$ cat config.mk
export PLATFORM = sky130hd
export DESIGN_NAME = opqueue_issue_ctrl
export DESIGN_NICKNAME = d
export VERILOG_FILES = /design/src/rtl/opqueue_issue_ctrl.sv
export SDC_FILE = /design/constraint.sdc
export NUM_CORES = 1
export LEC_CHECK = 0
export CAP_MARGIN = 20
export CORE_MARGIN = 1
export CORE_UTILIZATION = 30
export CTS_CLUSTER_SIZE = 28
export DETAILED_ROUTE_END_ITERATION = 6
export SETUP_SLACK_MARGIN = 0.1
export SYNTH_ARGS = -nofsm -noshare
export SYNTH_HDL_FRONTEND = slang
export SYNTH_SLANG_ARGS = --single-unit
$ cat constraint.sdc
create_clock -name clk_i -period 8.1 [get_ports clk_i]
set_clock_uncertainty 0.1 [all_clocks]
set_input_delay 2.43 -clock clk_i [delete_from_list [all_inputs] [get_ports clk_i]]
set_output_delay 2.43 -clock clk_i [all_outputs]
set_load 0.05 [all_outputs]
$ cat src/rtl/opqueue_issue_ctrl.sv
// Operand-queue issue controller: command FIFO, issue FSM and
// credit gating of VRF read grants for one operand queue.
module opqueue_issue_ctrl #(
  parameter int unsigned BufferDepth = 5,
  parameter int unsigned CmdDepth    = 4,
  parameter int unsigned CntWidth    = 16
) (
  input  logic                clk_i,
  input  logic                rst_i,
  input  logic                flush_i,
  input  logic [CntWidth-1:0] cmd_i,
  input  logic                cmd_valid_i,
  output logic                cmd_ready_o,
  output logic [CntWidth-1:0] opq_cmd_o,
  output logic                opq_cmd_valid_o,
  input  logic                req_i,
  output logic                gnt_o,
  input  logic                consume_i,
  output logic                done_o,
  output logic                busy_o,
  output logic                err_o
);

  localparam int unsigned CrW  = $clog2(BufferDepth + 1);
  localparam int unsigned PtrW = (CmdDepth > 1) ? $clog2(CmdDepth) : 1;
  localparam int unsigned FcW  = $clog2(CmdDepth + 1);

  typedef enum logic [1:0] {
    IDLE,
    ISSUE,
    DRAIN
  } state_e;

  state_e              state_q;
  logic [CntWidth-1:0] mem_q [CmdDepth];
  logic [PtrW-1:0]     wptr_q, rptr_q;
  logic [FcW-1:0]      fcnt_q;
  logic [CrW-1:0]      credits_q;
  logic [CntWidth-1:0] rem_issue_q, rem_cons_q;
  logic [CntWidth-1:0] rem_issue_d, rem_cons_d;
  logic [CntWidth-1:0] opq_cmd_q;
  logic                opq_cmd_valid_q;
  logic                done_q;
  logic                err_q;

  logic                fifo_full;
  logic                push, pop;
  logic                cons_ok;
  logic                gnt;
  logic [CntWidth-1:0] head;

  function automatic logic [PtrW-1:0] ptr_inc(input logic [PtrW-1:0] p);
    return (p == PtrW'(CmdDepth - 1)) ? '0 : p + 1'b1;
  endfunction

  assign fifo_full   = (fcnt_q == FcW'(CmdDepth));
  assign cmd_ready_o = !fifo_full;
  assign push        = cmd_valid_i && !fifo_full && !flush_i;
  // Only entries already registered are visible, so a push is never popped
  // in its own cycle.
  assign pop         = (state_q == IDLE) && (fcnt_q != '0) && !flush_i;
  assign head        = mem_q[rptr_q];
  assign cons_ok     = consume_i && (rem_cons_q != '0);
  assign gnt         = (state_q == ISSUE) && req_i && (credits_q != '0)
                       && (rem_issue_q != '0) && !flush_i;
  assign rem_issue_d = rem_issue_q - CntWidth'(gnt);
  assign rem_cons_d  = rem_cons_q - CntWidth'(cons_ok);

  assign gnt_o           = gnt;
  assign opq_cmd_o       = opq_cmd_q;
  assign opq_cmd_valid_o = opq_cmd_valid_q;
  assign done_o          = done_q;
  assign err_o           = err_q;
  assign busy_o          = (state_q != IDLE) || (fcnt_q != '0);

  always_ff @(posedge clk_i) begin
    if (rst_i) begin
      state_q         <= IDLE;
      wptr_q          <= '0;
      rptr_q          <= '0;
      fcnt_q          <= '0;
      credits_q       <= CrW'(BufferDepth);
      rem_issue_q     <= '0;
      rem_cons_q      <= '0;
      opq_cmd_q       <= '0;
      opq_cmd_valid_q <= 1'b0;
      done_q          <= 1'b0;
      err_q           <= 1'b0;
    end else if (flush_i) begin
      state_q         <= IDLE;
      wptr_q          <= '0;
      rptr_q          <= '0;
      fcnt_q          <= '0;
      credits_q       <= CrW'(BufferDepth);
      rem_issue_q     <= '0;
      rem_cons_q      <= '0;
      opq_cmd_valid_q <= 1'b0;
      done_q          <= 1'b0;
    end else begin
      opq_cmd_valid_q <= 1'b0;
      done_q          <= 1'b0;
      if (consume_i && !cons_ok) err_q <= 1'b1;
      if (push) begin
        mem_q[wptr_q] <= cmd_i;
        wptr_q        <= ptr_inc(wptr_q);
      end
      if (pop) rptr_q <= ptr_inc(rptr_q);
      fcnt_q      <= fcnt_q + FcW'(push) - FcW'(pop);
      credits_q   <= credits_q + CrW'(cons_ok) - CrW'(gnt);
      rem_issue_q <= rem_issue_d;
      rem_cons_q  <= rem_cons_d;
      unique case (state_q)
        IDLE: begin
          if (pop) begin
            if (head != '0) begin
              rem_issue_q     <= head;
              rem_cons_q      <= head;
              opq_cmd_q       <= head;
              opq_cmd_valid_q <= 1'b1;
              state_q         <= ISSUE;
            end else begin
              done_q <= 1'b1;
            end
          end
        end
        ISSUE: begin
          if (rem_issue_d == '0) state_q <= DRAIN;
        end
        DRAIN: begin
          if (rem_cons_d == '0) begin
            done_q  <= 1'b1;
            state_q <= IDLE;
          end
        end
        default: state_q <= IDLE;
      endcase
    end
  end

endmodule

# Word level (Yosys, flattened, before mapping)
# Memory sizes are Yosys's and may differ from the RTL's. A register that Yosys moved wholly into a read port is not among the register bits.
# Cells that the tools add are included.
# op_classes
addsub,8
n_eq_ne,9
muxes,24
n_bitwise,3
reduce_logical,28
# ops
cell,n
16-bit two-way mux,6
16-bit nonzero test,3
16-bit logical NOT,2
16-bit by 1-bit subtractor with 16-bit output,2
2-bit two-way mux,8
1-bit logical AND,10
1-bit two-way mux,8
4-bit AND reduction,2
3-bit by 1-bit adder with 3-bit output,2
"2-bit equality test, second input constant",3
2-bit one-hot mux with 3 select lines,1
3-bit nonzero test,2
3-bit by 1-bit subtractor with 3-bit output,2
"2-bit by 1-bit adder with 2-bit output, second input constant",2
"2-bit by 1-bit != test with 1-bit output, second input constant",2
"2-bit != test, second input constant",2
4-bit OR reduction,1
"3-bit equality test, second input constant",1
1-bit logical NOT,3
1-bit inverter,3
"2-bit by 1-bit equality test with 1-bit output, second input constant",1
2-bit logical NOT,1
1-bit one-hot mux with 2 select lines,1
2-bit AND reduction,1
3 further kinds,3
# totals
reg_bits,63
ramBits,64
in_bits,22
out_inout_bits,22
elab_cells,84
n_memories,1
# memory_table
memory,words,width,read_ports,rd_ports_with_merged_regs,wr,line_no,text
mem_q,4,16,1,1,1,35,logic [CntWidth-1:0] mem_q [CmdDepth];

# Longest topological paths before layout
# Gate-level depths: netlist (run 1).
# depth
ltp_word,9
ltp_mapped,14
mapped_depth_nobuf,14

# Least setup slack after synthesis (run 1)
# No wires, ideal clock.
# synth_timing
kind,in2out
start,in flush_i
end,out gnt_o
arrival_ps,3658
required_time_ps,5570
path_slack_ps,1912
stages,3
n_path_buf,0
path_cell_list,nor3_1 -> o311ai_0 -> a31oi_1
# synth_via
elab_chain_len,2
# synth_lines
element,line_no,text
from (decl),10,"input logic flush_i,"
1-bit logical NOT,65,&& (rem_issue_q != '0) && !flush_i;
1-bit logical AND,65,
to (decl),17,"output logic gnt_o,"
# Every way passes these cells.

# Worst setup path after layout (run 1)
# Same ends and word-level chain as after synthesis.

==> results of run 1 <==
[kinds of logic after synthesis]
| group | after synthesis | share of synthesized area [%] |
|---|---|---|
| buffers and inverters | 31 | 2.780 |
| muxes | 31 | 9.453 |
| AOI/OAI and AO/OA | 57 | 5.885 |
| and+or+nand+nor | 141 | 13.51 |
| xor gates and xnor gates | 29 | 4.703 |
| adders and majority gates | 16 | 3.985 |
| DFF | 129 | 59.68 |
[layout by cell type, fill, tap and decap left out, drive strengths merged, types with 4 or more instances in the layout]
cell / n
nand4: 8
or3: 6
clkdlybuf4s50: 43
xnor2: 13
and2: 4
mux4: 16
xor2: 16
nand3: 5
mux2i: 15
ha: 14
and3: 5
clkbuf: 20
bufinv: 4
inv: 16
nor3: 10
o21ai: 14
a31oi: 4
edfxtp: 64
a21oi: 31
nor2: 42
nor4: 15
dfxtp: 65
nand2: 25
clkinv: 6
nor3b: 6
[synth_stat cells (all sizes together)]
cell type	n	area, µm²
inv	16	60.06
clkbuf	7	26.28
dfxtp	65	1301
and2	4	25.02
and4	1	8.760
o311ai	1	8.760
o211a	1	10.01
nor4	15	93.84
nor4b	3	26.28
a21boi	1	7.510
a31oi	4	25.02
or3	6	37.54
o21ai	14	70.07
o31ai	1	7.510
nand3	5	25.02
o41ai	1	8.760
fa	2	40.04
o31a	1	8.760
and3	5	31.28
buf	8	63.80
nand2	25	96.35
ha	14	175.2
nand3b	3	22.52
a21oi	31	155.2
xor2	16	140.1
or4b	1	10.01
o211ai	1	7.510
nor3b	6	45.04
edfxtp	64	1922
nor2	42	157.7
nor2b	1	6.260
mux2i	15	150.1
or4	2	15.01
nand2b	3	18.77
a31o	1	8.760
xnor2	13	113.9
and4b	1	10.01
mux4	16	360.4
nand4	8	50.05
nor3	10	50.05
[stage by stage]
stage / cells / hold slack, ns / utilization, % / instance area (µm²) / setup slack, ns
finish: 722 / 0.3670 / 38.16 / 6646 / 1.024
detailed placement: 690 / 0.3613 / 34.71 / 6045 / 1.039
global placement: 690 / 0.3584 / 34.71 / 6045 / 1.112
floorplan: 434 / 0.3603 / - / 5400 / 1.912
global route: 722 / 0.3797 / 38.16 / 6646 / 0.8426
CTS: 722 / 0.3714 / 38.16 / 6646 / 1.011
[cell type report]
| cell class | count | share of cell area (%) |
|---|---|---|
| Multi-Input combinational cell | 274 | 30.50 |
| Clock buffer | 20 | 6.570 |
| Clock inverter | 12 | 2.485 |
| Tap cell | 225 | 4.236 |
| Sequential cell | 129 | 48.49 |
| Timing Repair Buffer | 46 | 6.815 |
| Inverter | 16 | 0.9036 |
[worst reg2reg max path, cell delays in order (launching register included)]
cell,delay [ns]
dfxtp_1,0.36
nor4_1,0.67
nand2_1,0.10
nor2_1,0.15
and3_1,0.22
nand2b_1,0.19
inv_1,0.06
ha_1,0.21
ha_1,0.32
nor4b_1,0.30
nand4_1,0.13
nor4b_1,0.29
nand4_1,0.20
nor3b_1,0.27
o211a_1,0.16
[where the power goes]
part           internal (mW)  switching [mW]  leakage (nW)  total, mW
Combinational          0.175           0.235          1.04      0.410
Sequential             0.727          0.0394          1.11      0.766
Clock                  0.510           0.272         0.287      0.782
Total                   1.41           0.546          2.43       1.96
[registers in the layout (all words and copies together) (netlist names), named ones only]
| name | flops |
|---|---|
| err_o | 1 |
| credits_q | 3 |
| opq_cmd_o | 16 |
| wptr_q | 2 |
| opq_cmd_valid_o | 1 |
| rem_cons_q | 16 |
| mem_q | 64 |
| rptr_q | 2 |
| done_o | 1 |
| state_q | 2 |
| fcnt_q | 3 |
| rem_issue_q | 16 |
[metal layers]
layer  GRT usage (%)  routed length, µm  up-vias  share of wire, %
met3           3.766                348       28               2.9
met1           16.30               5251     1718                43
met2           24.53               6151       80                51
met4           6.852                356        0               2.9
li1                -                  -     1711                 -
met5               0                  0        -                 0
[worst max-delay path by stage]
stage	to	slack, ns	cells past startpoint
final	gnt_o	1.02	5
after detailed placement	gnt_o	1.04	5
after global placement	gnt_o	1.11	5
after CTS	gnt_o	1.01	5
after floorplan	gnt_o	1.91	3
after global routing	gnt_o	0.84	5
==> results.ini, run 1 <==
[floorplanning]
initial_core_util_pct = 31.01
rows = 48
die_area_um2 = 18540
dieWidth_um = 136.2
core_area_um2 = 17420
io_pins = 44
die_h_um = 136.2

[sta]
finalSetupTns_ns = 0
drv_slew = 0
min_period_ns = 7.076
rsz0062_at_grt = false
hold_violations = 0
setup_viol = 0
slew-limit-headroom_pct = 39.33
max_freq_ghz = 0.1413
worstMarginPinSlew_ns = 0.9101
post-route-period-util_pct = 87.36

[synth]
yosysSeqAreaShare_pct = 59.68
syn-num-nets = 472
ys_ff_latch = 129
ys_warn_count = 0
synth.distinct_cells = 43
synthesis.area_um2 = 5400
netlist_instances = 434
synth.avg_cell_area_um2 = 12.44

[layout]
area_delta_synth_final_pct = 23.08
nNetsFinal = 522
antennaDiodeCount = 0
multi_input_area_um2 = 2027
fill_cells = 1665
drive_gt1_share_pct = 9.457
seq_area_um2 = 3223

[critical_path]
cpLargestDelayFamily = buffers and inverters
cp_common_cell = clkdlybuf4s50_1
r2r-start = rem_cons_q[7]
criticalPathCategory = in2out
worstSetupStartpointType = input pin
crit_chain = clkdlybuf4s50_1 -> nor3_1 -> o311ai_0 -> a31oi_1 -> clkdlybuf4s50_1
cp-startpoint = flush_i
cp.arrival_ns = 4.55
critical_path_required_ns = 5.57
critical_path.endpoint_type = output port
crit_slowest_cell = clkdlybuf4s50_1
cp_num_buf_inv = 2
slowest_delay_ns = 0.86
reg2regPathDepth = 14
r2r_setup_slack_ns = 4.32
crit_fanout = 6
reg2reg_to = done_o

[detailed_routing]
drt-initial-drc-count = 169
post_drt_wl_per_cell_um = 16.77
drc = 0
first_pass_iters = 5
viasPerCell = 4.899
wl_um = 12110
via_count = 3537
postRouteAntennaNets = 0

[cts]
clock-sinks = 129
cts_tree = yes
post_cts_resize_count = 0
clk_pin_slew_ns = 0.05
post-cts-setup-buffers = 0
clk_path_buf_depth = 2
cts-htree-levels = 4
clk_latency_ns = 0.42
numCtsBuffers = 17
ctsHoldBuffers = 0
cts_root_buffer = clkbuf_16

[placed_design]
port_buffers = 43
dp_hpwl_um = 8427
place_congestion = 0.8401

[global_routing]
grt_pass1_vias = 3685
grt_pass1_wl_um = 19310
grt_max_degree = 48
grt_overflow = 0
antenna_found_initial = 0
track_usage_pct = 14.24

[worst_hold_path]
hp-class = reg2reg
hold_end = opq_cmd_o[1]
hp-start = opq_cmd_o[1]
whs_path_depth = 2

[pwr]
total_power_mw = 1.958
ir_drop_mv = 0.1387
p_leak_nw = 2.434
power_density_nw_per_um2 = 294.7

[flow_run]
drv_cap = 0

[run_status]
status = completed

No activity file was read; power rests on OpenSTA's default activity.
==> run 2: changes to the inputs <==
Settings changed: DONT_BUFFER_PORTS set to 1.
==> results.ini, run 2 (same netlist as run 1, synthesis figures left out) <==
[run_status]
status = completed

[layout]
drive_gt1_share_pct = 11.67  ; +2.2 points
final_common_cell = dfxtp_1
regMostFlops = mem_q
antennaDiodeCount = 0  ; unchanged
utilization_pct = 35.40  ; -2.8 points
final_cell_mix = dfxtp_1 (65), edfxtp_1 (64), nor2_1 (42)
area_delta_synth_final_pct = 14.16
nNetsFinal = 479  ; -8.2%
largest_register_ffs = 64  ; unchanged

[flow_run]
drv_cap = 0  ; unchanged

[detailed_routing]
viasPerCell = 5.096  ; +4.0%
post_drt_wl_per_cell_um = 17.12  ; +2.1%
drc = 0  ; unchanged
wl_um = 11620  ; -4.0%
first_pass_iters = 5  ; unchanged
drt-initial-drc-count = 202  ; +20%
via_count = 3460  ; -2.2%
postRouteAntennaNets = 0  ; unchanged

[cts]
cts-htree-levels = 4  ; unchanged
post_cts_resize_count = 0  ; unchanged
clk_pin_slew_ns = 0.06  ; about the same
clk_latency_ns = 0.41  ; about the same
ctsHoldBuffers = 0  ; unchanged
clock-sinks = 129  ; unchanged
numCtsBuffers = 17  ; unchanged
cts_root_buffer = clkbuf_16
post-cts-setup-buffers = 0  ; unchanged
clk_path_buf_depth = 2  ; unchanged
cts_tree = yes

[placed_design]
dp_hpwl_um = 8256  ; -2.0%
port_buffers = 0  ; -100%
place_worst_setup_slack_ns = 2.089  ; +1.050 ns
place_congestion = 0.8692  ; +3.5%

[critical_path]
cp.arrival_ns = 3.49  ; -1.06 ns
crit_fanout = 6  ; unchanged
cp-startpoint = flush_i
crit_chain = nor3_1 -> o311ai_0 -> a31oi_2
critical_path.endpoint_type = output port
criticalPathCategory = in2out
slowest_delay_ns = 0.66  ; -0.20 ns
worstSetupStartpointType = input pin
critical_path_required_ns = 5.57  ; about the same
r2r-start = rem_issue_q[6]
crit_slowest_cell = a31oi_2

[sta]
setup_viol = 0  ; unchanged
min_period_ns = 6.020  ; -1.056 ns
worstMarginPinSlew_ns = 0.9067  ; -0.003404 ns
post-route-period-util_pct = 74.32  ; -13 points
max_freq_ghz = 0.1661  ; +18%
worst_slack_ns = 2.080  ; +1.056 ns
drv_slew = 0  ; unchanged
hold_violations = 0  ; unchanged
finalSetupTns_ns = 0  ; unchanged
hold_slack_ns = 0.4107  ; +0.04365 ns
rsz0062_at_grt = false
slew-limit-headroom_pct = 39.55  ; +0.23 points

[pwr]
p_leak_nw = 2.244  ; -7.8%
clkPwrFrac_pct = 37.3  ; -2.6 points
ir_drop_mv = 0.1652  ; +19%
power_density_nw_per_um2 = 296.6  ; +0.64%
seqPwrFrac_pct = 43.1  ; +4.0 points
p_int_mw = 1.287  ; -8.9%
p_sw_mw = 0.5412  ; -0.96%
power_frac_comb_pct = 19.5  ; -1.5 points
total_power_mw = 1.828  ; -6.7%
switching_share_pct = 29.60  ; +1.7 points

[floorplanning]
io_pins = 44  ; unchanged
rows = 48  ; unchanged
die_area_um2 = 18540  ; unchanged
core_area_um2 = 17420  ; unchanged
die_h_um = 136.2  ; unchanged
initial_core_util_pct = 31.01  ; unchanged
dieWidth_um = 136.2  ; unchanged

[global_routing]
antenna_found_initial = 0  ; unchanged
track_usage_pct = 13.38  ; -0.86 points
grt_overflow = 0  ; unchanged
grt_pass1_vias = 3506  ; -4.9%
grt_pass1_wl_um = 18460  ; -4.4%
grt_max_degree = 51  ; +6.3%

[worst_hold_path]
hp-start = credits_q[2]
hp-class = reg2reg

## run 2: changes by cell type in the layout (fill, tap and decap cells not counted)
cell             change
a31oi_1              -1
a31oi_2              +1
clkbuf_8             +2
bufinv_16            -4
inv_6                +1
clkinv_2             +1
clkinv_4             +2
clkinvlp_4           +3
clkinv_1             -3
clkbuf_1             -2
clkdlybuf4s50_1     -43
## run 2: worst max-delay path: cells and delay by family
| kind | cells | cell delay (ns) |
|---|---|---|
| compound gates | 2 | 0.86 |
| simple gates | 1 | 0.20 |
## run 2: cell type report
cell class                      instances  area (µm²)
Clock inverter                         12       87.58
Fill cell                            1715       11250
Inverter                               16       60.06
Timing Repair Buffer                    3       22.52
Multi-Input combinational cell        274        2033
Tap cell                              225       281.5
Sequential cell                       129        3223
Clock buffer                           20       456.7
## run 2: per-stage QoR
stage / cell area [µm²] / instances
after floorplan: 5400 / 434
after global placement: 5620 / 647
after detailed placement: 5620 / 647
after CTS: 6165 / 679
after global routing: 6165 / 679
final: 6165 / 679
## run 2: per-layer routing
metal	global-route usage (%)	part of all wire [%]
met5	0	0
met4	5.679	2.4
met3	4.139	5.8
met2	23.35	51
met1	14.98	40
## run 2: final timing paths
path | end | slack (ns) | cells after the start
worst max-delay path | gnt_o | 2.08 | 3
worst min-delay path | credits_q[2] | 0.41 | 2
worst min register to register | credits_q[2] | 0.41 | 2
worst max register to register | state_q[1] | 4.03 | 11
## run 2: power by group through the flow
stage / Sequential (mW) / Clock [mW] / Combinational [mW]
2_1_floorplan: 0.789 / 0 / 0.285
4_1_cts: 0.787 / 0.696 / 0.355
3_5_place_dp: 0.800 / 0 / 0.353
5_1_grt: 0.794 / 0.719 / 0.398
3_3_place_gp: 0.799 / 0 / 0.350
6_report: 0.788 / 0.683 / 0.357
